<file path="src/rtl/reg_access_ctrl.sv">
// reg_access_ctrl: turns one valid/ready request at a time into R_W / Ea
// strobes for a bank of storage registers and returns one response per request.
// Optional macro REG_ACCESS_READBACK_EN: after each write, read the register
// back through the bus and flag a mismatch in rsp_err.
//
// Handshake: a request transfers on a rising CLK edge where req_valid and
// req_ready are both 1; a response transfers on an edge where rsp_valid and
// rsp_ready are both 1. rsp_valid stays high with stable fields until then,
// and req_ready is high only while idle.
module reg_access_ctrl #(
    parameter int NREG    = 4,
    parameter int AW      = 2,
    parameter int DW      = 16,
    parameter int RD_WAIT = 1
) (
    input  logic            CLK,
    input  logic            CLR,
    input  logic            req_valid,
    output logic            req_ready,
    input  logic            req_we,
    input  logic [AW-1:0]   req_addr,
    input  logic [DW-1:0]   req_wdata,
    output logic            rsp_valid,
    input  logic            rsp_ready,
    output logic [DW-1:0]   rsp_rdata,
    output logic            rsp_err,
    output logic [DW-1:0]   reg_D,
    output logic [NREG-1:0] reg_RW,
    output logic [NREG-1:0] reg_Ea,
    input  logic [DW-1:0]   bus_Qa,
    output logic [2:0]      dbg_state
);

    localparam logic [2:0] S_IDLE = 3'd0;
    localparam logic [2:0] S_WR   = 3'd1;
    localparam logic [2:0] S_RD   = 3'd2;
    localparam logic [2:0] S_RSP  = 3'd3;
`ifdef REG_ACCESS_READBACK_EN
    localparam logic [2:0] S_VFY  = 3'd4;
`endif

    localparam logic [AW:0] NREG_L  = (AW+1)'(NREG);
    localparam logic [2:0]  WAIT_L  = 3'(RD_WAIT);

    logic [2:0]      state;
    logic [2:0]      cnt;
    logic [DW-1:0]   lat_wdata;
    logic [NREG-1:0] req_sel;
    logic            addr_bad;
`ifdef REG_ACCESS_READBACK_EN
    logic [NREG-1:0] lat_sel;
`endif

    // Decode the request address into a one-hot register select.
    always_comb begin
        req_sel  = NREG'(1) << req_addr;
        addr_bad = ({1'b0, req_addr} >= NREG_L);
    end

    assign req_ready = (state == S_IDLE);
    assign dbg_state = state;

    // Main sequencer: strobes, response fields and wait counter.
    always_ff @(posedge CLK or negedge CLR) begin
        if (!CLR) begin
            state     <= S_IDLE;
            cnt       <= '0;
            lat_wdata <= '0;
            reg_D     <= '0;
            reg_RW    <= '1;
            reg_Ea    <= '0;
            rsp_valid <= 1'b0;
            rsp_rdata <= '0;
            rsp_err   <= 1'b0;
`ifdef REG_ACCESS_READBACK_EN
            lat_sel   <= '0;
`endif
        end else begin
            case (state)
                S_IDLE: begin
                    if (req_valid) begin
                        lat_wdata <= req_wdata;
`ifdef REG_ACCESS_READBACK_EN
                        lat_sel   <= req_sel;
`endif
                        if (addr_bad) begin
                            // No register behind this index: answer at once.
                            state     <= S_RSP;
                            rsp_valid <= 1'b1;
                            rsp_err   <= 1'b1;
                            rsp_rdata <= '0;
                        end else if (req_we) begin
                            state  <= S_WR;
                            reg_D  <= req_wdata;
                            reg_RW <= ~req_sel;
                        end else begin
                            state  <= S_RD;
                            reg_Ea <= req_sel;
                            cnt    <= WAIT_L;
                        end
                    end
                end
                S_WR: begin
                    // The register captures reg_D on this edge.
                    reg_RW <= '1;
`ifdef REG_ACCESS_READBACK_EN
                    state  <= S_VFY;
                    reg_Ea <= lat_sel;
                    cnt    <= WAIT_L;
`else
                    state     <= S_RSP;
                    rsp_valid <= 1'b1;
                    rsp_rdata <= lat_wdata;
                    rsp_err   <= 1'b0;
`endif
                end
                S_RD: begin
                    if (cnt == 3'd0) begin
                        state     <= S_RSP;
                        reg_Ea    <= '0;
                        rsp_valid <= 1'b1;
                        rsp_rdata <= bus_Qa;
                        rsp_err   <= 1'b0;
                    end else begin
                        cnt <= cnt - 3'd1;
                    end
                end
`ifdef REG_ACCESS_READBACK_EN
                S_VFY: begin
                    if (cnt == 3'd0) begin
                        state     <= S_RSP;
                        reg_Ea    <= '0;
                        rsp_valid <= 1'b1;
                        rsp_rdata <= bus_Qa;
                        rsp_err   <= (bus_Qa != lat_wdata);
                    end else begin
                        cnt <= cnt - 3'd1;
                    end
                end
`endif
                S_RSP: begin
                    if (rsp_ready) begin
                        state     <= S_IDLE;
                        rsp_valid <= 1'b0;
                    end
                end
                default: state <= S_IDLE;
            endcase
        end
    end

endmodule

</file>
<file path="config.mk">
export PLATFORM = sky130hd
export DESIGN_NAME = reg_access_ctrl
export DESIGN_NICKNAME = d
export VERILOG_FILES = /design/src/rtl/reg_access_ctrl.sv
export SDC_FILE = /design/constraint.sdc
export NUM_CORES = 1
export LEC_CHECK = 0
export ABC_CLOCK_PERIOD_IN_PS = 1900
export CAP_MARGIN = 20
export CORE_MARGIN = 1.5
export CORE_UTILIZATION = 47
export CTS_CLUSTER_SIZE = 25
export DETAILED_ROUTE_END_ITERATION = 8
export PLACE_DENSITY_LB_ADDON = 0.25
export SYNTH_ARGS = -nofsm -noshare
export SYNTH_HDL_FRONTEND = slang
export SYNTH_SLANG_ARGS = --single-unit
</file>
<file path="constraint.sdc">
create_clock -name CLK -period 1.9 [get_ports CLK]
set_input_delay 0.19 -clock CLK [delete_from_list [all_inputs] [get_ports CLK]]
set_output_delay 0.19 -clock CLK [all_outputs]
set_load 0.005 [all_outputs]
</file>
# --- Yosys cells after proc, flatten, opt, wreduce, memory -nomap -nowiden ---
# Index checks and enable logic that the tools add are counted.
word_totals:
  wordCells: 58
  ff_bits: 64
  output_inout_bits: 46
  in_bits: 39
op_classes:
  n_shift: 1
  add_sub_neg: 1
  eq_ne: 9
  mux: 23
  n_reduce_logical: 14
  n_bitwise: 1
op_table:
  columns: ["op", "count"]
  rows:
  - ["16-bit one-hot mux with 2 select lines", 1]
  - ["4-bit two-way mux", 5]
  - ["3-bit two-way mux", 6]
  - ["16-bit two-way mux", 1]
  - ["4-bit one-hot mux with 2 select lines", 2]
  - ["3-bit one-hot mux with 4 select lines", 1]
  - ["3-bit AND reduction", 4]
  - ["2-bit != test (second input constant)", 5]
  - ["4-bit AND reduction", 2]
  - ["3-bit by 2-bit equality test with 1-bit output (second input constant)", 2]
  - ["3-bit logical NOT", 2]
  - ["3-bit one-hot mux with 2 select lines", 1]
  - ["2-bit nonzero test", 3]
  - ["4-bit NOT", 1]
  - ["2-bit AND reduction", 2]
  - ["1-bit by 2-bit << shifter with 4-bit output (first input constant)", 1]
  - ["3-bit by 1-bit equality test with 1-bit output (second input constant)", 1]
  - ["1-bit two-way mux", 3]
  - ["1-bit one-hot mux with 3 select lines", 1]
  - ["3-bit nonzero test", 1]
  - ["3-bit by 1-bit subtractor with 3-bit output (second input constant)", 1]
  - ["2-bit two-way mux", 1]
  - ["2-bit by 1-bit != test with 1-bit output (second input constant)", 1]
  - ["1-bit one-hot mux with 2 select lines", 1]

# --- Logic depth before layout (Yosys ltp) ---
depth:
  depth_word: 5
  ltp_mapped: 8
  mapped_depth_nobuf: 6

# --- Least setup slack after synthesis ---
# No wires, ideal clock.
synth_timing:
  path_type: "reg2reg"
  from: "register state[0], in the netlist dbg_state[0]"
  to: "register lat_wdata[10]"
  synth_period_minus_slack_ps: 1696
  arrival_time_ps: 1568
  path_stages_with_launch: 7
  path_buffers: 2
  required_time_ps: 1772
  path_slack_ps: 204
  setup_time_ps: 128
  cell_sequence: "dfrtp_1 > inv_1 > ha_1 > buf_4 > nand2_2 > buf_2 > mux2_1"
synth_via:
  elab_chain_len: 2
synth_rtl:
  columns: ["element", "line_no", "text"]
  rows:
  - ["start: declaration", "45", "logic [2:0] state;"]
  - ["start signal: assignment", "66", "state <= S_IDLE;"]
  - ["start signal: assignment", "88", "state <= S_RSP;"]
  - ["start signal: assignment", "93", "state <= S_WR;"]
  - ["3-bit logical NOT", null, null]
  - ["via req_ready", "19", "output logic req_ready,"]
  - ["2-bit AND reduction (no line)", null, null]
  - ["end signal: assignment", "82", "lat_wdata <= req_wdata;"]
  - ["end: declaration", "47", "logic [DW-1:0] lat_wdata;"]
# The timed path passes the listed nets, and every way through them passes these cells.
# A chain may end at the register's enable or synchronous reset.

# --- Worst setup path after layout ---
layout_timing:
  from: "register state[0], in the netlist dbg_state[0]"
  to: "output req_ready"
layout_via:
  elab_chain_len: 1
layout_rtl:
  columns: ["element", "line_no", "text"]
  rows:
  - ["3-bit logical NOT", "60", "assign req_ready = (state == S_IDLE);"]
  - ["end: declaration", "19", null]
# Every way passes these cells.

==> results.toml <==
[setup_path]
rr_endpoint = "rsp_rdata[0]$_DFFE_PN0P_"
crit_path_max_fanout = 8
max_stage_delay_ns = 0.53
worstPathRequired_ns = 1.71
crit_slowest_cell = "clkdlybuf4s50_1"
r2r_setup_slack_ns = 0.22
arrival_ns = 1.62
start_kind = "flop"
critical_path.endpoint_type = "primary output"
r2r-start = "dbg_state[0]$_DFFE_PN0P_"
reg2regPathDepth = 7
crit_chain = "inv_1 > ha_4 > clkdlybuf4s50_1"
crit_type = "flop to primary output"

[layout]
nets = 357
synthToLayoutAreaGrowth_pct = 44.35
final_area_um2 = 4011
final_util_pct = 71.53
antenna_cells = 0
drive_gt1_share_pct = 17.09

[synth]
ys_warn_count = 0
syn_area_um2 = 2779
async_reset_ff_share_pct = 100.0
synth.avg_cell_area_um2 = 12.87
ys_ff_latch = 62
ys_types = 36
yosysTopAreaCell = "dfrtp_1"
synth-edff-count = 0
synth_most_common_cell = "dfrtp_1"
netlist.area_leader.share_pct = 52.23
synthTopCellsByCount = "dfrtp_1 (58), mux2_1 (20), nor2_1 (18), mux2i_1 (17), a21oi_1 (16)"
synthCells = 216
synthTopCellsByArea = "dfrtp_1 (52%), mux2_1 (8.1%), mux2i_1 (6.1%)"
synth_flop_cell = "dfrtp_1"
ys_seq_area_share_pct = 56.01

[clock_tree]
cts_max_level = 3
cts_tree = "built"
cts_buffer_depth = 2
insertion_delay_ns = 0.33
clockRootBuffer = "clkbuf_8"
cts_buffers = 9
postCtsSetupRepairBufs = 0
clkTransAtPathRegs_ns = 0.07
clock-sinks = 62

[floorplan]
num_io_pins = 85
start_util_pct = 49.55
die_x_um = 79.90
dieHeight_um = 79.90
coreArea_um2 = 5608
dieArea_um2 = 6383
row_count = 27

[routing]
first_iter_violations = 82
top_layer = "met4"
wl_met3_um = 370
firstDrtPassIters = 4
drc = 0
drtAntennaViolNets = 0
drt-vias-per-instance = 5.124
met1_length_mm = 2.487
post_drt_wl_per_cell_um = 14.79
vias = 1988
routed_wl_mm = 5.738
wl_met2_mm = 2.784

[grt]
track_usage_pct = 20.43
antenna_found_initial = 0
grt_pass1_vias = 2097
grt_overflow = 0
grt_pass1_wl_mm = 9.770
grt_max_degree = 63

[power]
switching_share_pct = 31.02
pwr-share-clk_pct = 20.7
p_seq_share_pct = 33.8
switchingPower_mw = 2.121
power_density_nw_per_um2 = 1704
intPower_mw = 4.715
vdd_ir_drop_max_v = 0.0009034
power_frac_comb_pct = 45.5
leakage_nw = 1.695

[timing]
hold_viol = 0
skew_ns = 0.008569
drv_slew = 0
fmax_mhz = 551.3
tns_ns = 0
finalSetupViolCount = 0
rsz0062_at_grt = "false"
timing.hold.ws_ns = 0.3853
period_share_pct = 95.48
setup_slack_ns = 0.08595
period_needed_ns = 1.814

[placed_design]
dpl_cell_area_um2 = 3741
gp_congestion = 0.7854
dpl.hpwl_mm = 4.075
dpl_worst_slack_ns = 0.1196
numPortBuffers = 82

[outcome]
outcome = "finished clean"

[min_path]
hold_path_class = "input pin to asynchronous set/reset pin"

[job]
drv_cap = 0
power groups by stage:
stage               sequential [mW]  clock, mW  combinational [mW]
detailed placement             2.34          0                3.09
CTS                            2.32       1.45                3.16
finish                         2.31       1.42                3.11
global route                   2.39       1.51                3.43
floorplan                      2.33          0                1.64
global placement               2.32          0                3.02
registers in the layout (all words and copies together), names as in the netlist:
signal,count
cnt,3
dbg_state,2
lat_wdata,16
reg_D,16
reg_Ea,4
reg_RW,4
rsp_rdata,16
rsp_valid,1
worst max-delay path, delay by kind of cell, from the launching register on:
family                     cells  cell delay [ns]
adders and majority gates      1             0.24
buffers and inverters          2             0.67
DFF                            1             0.38
per-stage QoR:
stage,power [mW],cells
floorplan,3.974,217
global placement,5.334,371
detailed placement,5.430,371
CTS,6.923,388
global route,7.337,388
finish,6.836,388
cell type report:
cell class	instances	area, um^2
Clock buffer	11	141.4
Multi-Input combinational cell	135	1134
Fill cell	422	1597
Inverter	8	30.03
Tap cell	72	90.09
Sequential cell	62	1556
Clock inverter	5	106.4
Timing Repair Buffer	95	953.4
worst max-delay path by stage:
stage,startpoint,to,slack (ns),cells after the start
detailed placement,dbg_state[1]$_DFFE_PN0P_,reg_D[1]$_DFFE_PN0P_,0.12,5
global route,dbg_state[1]$_DFFE_PN0P_,req_ready,0.00002,3
finish,dbg_state[0]$_DFFE_PN0P_,req_ready,0.09,3
floorplan,dbg_state[0]$_DFFE_PN0P_,lat_wdata[10]$_DFFE_PN0P_,0.20,6
CTS,dbg_state[0]$_DFFE_PN0P_,req_ready,0.07,3
global placement,dbg_state[1]$_DFFE_PN0P_,reg_D[10]$_DFFE_PN0P_,0.19,5
per-layer routing:
| layer | global-route usage [%] | vias to the layer above |
|---|---|---|
| met1 | 25.86 | 974 |
| met2 | 32.02 | 61 |
| met4 | 9.483 | 0 |
| li1 | - | 945 |
| met5 | 0 | - |
| met3 | 6.171 | 8 |
layout by cell type (no fill, tap or decap), types with 2 or more instances in the layout:
| master | Yosys | routed |
|---|---|---|
| buf_12 | 0 | 3 |
| ha_1 | 7 | 6 |
| nand2_1 | 3 | 3 |
| bufinv_16 | 0 | 3 |
| dfstp_2 | 4 | 4 |
| nor3_1 | 2 | 2 |
| mux2i_1 | 17 | 17 |
| a22o_1 | 2 | 2 |
| mux2_2 | 12 | 12 |
| nor2_1 | 18 | 18 |
| mux2_1 | 20 | 20 |
| o22a_1 | 3 | 3 |
| o31ai_1 | 2 | 2 |
| buf_4 | 6 | 9 |
| o21ai_1 | 2 | 2 |
| clkdlybuf4s50_1 | 0 | 81 |
| clkbuf_8 | 0 | 10 |
| o21ai_0 | 6 | 6 |
| a21oi_1 | 16 | 16 |
| nor2b_1 | 2 | 2 |
| o41ai_1 | 3 | 3 |
| nand2b_1 | 4 | 4 |
| inv_1 | 7 | 7 |
| dfrtp_1 | 58 | 58 |
| a21o_1 | 2 | 2 |
| conb_1 | 1 | 2 |
kinds of logic after synthesis:
| kind of cell | after synthesis | share of synthesized area, % |
|---|---|---|
| AO/OA/AOI/OAI | 40 | 9.726 |
| AND/OR/NAND/NOR | 34 | 6.259 |
| adder cells (fa/ha/maj) | 7 | 3.152 |
| other | 1 | 0.1349 |
| flip-flops | 62 | 56.01 |
| multiplexers | 52 | 20.94 |
| buffers and inverters | 20 | 3.782 |
what timing repair did:
item / CTS / global route
hold endpoints to repair: 58 / 0
setup endpoints to repair: 1 / 0
gates resized for setup: 2 / 0
hold buffers: 1 / 0
Power figures use the tool's default switching activity.
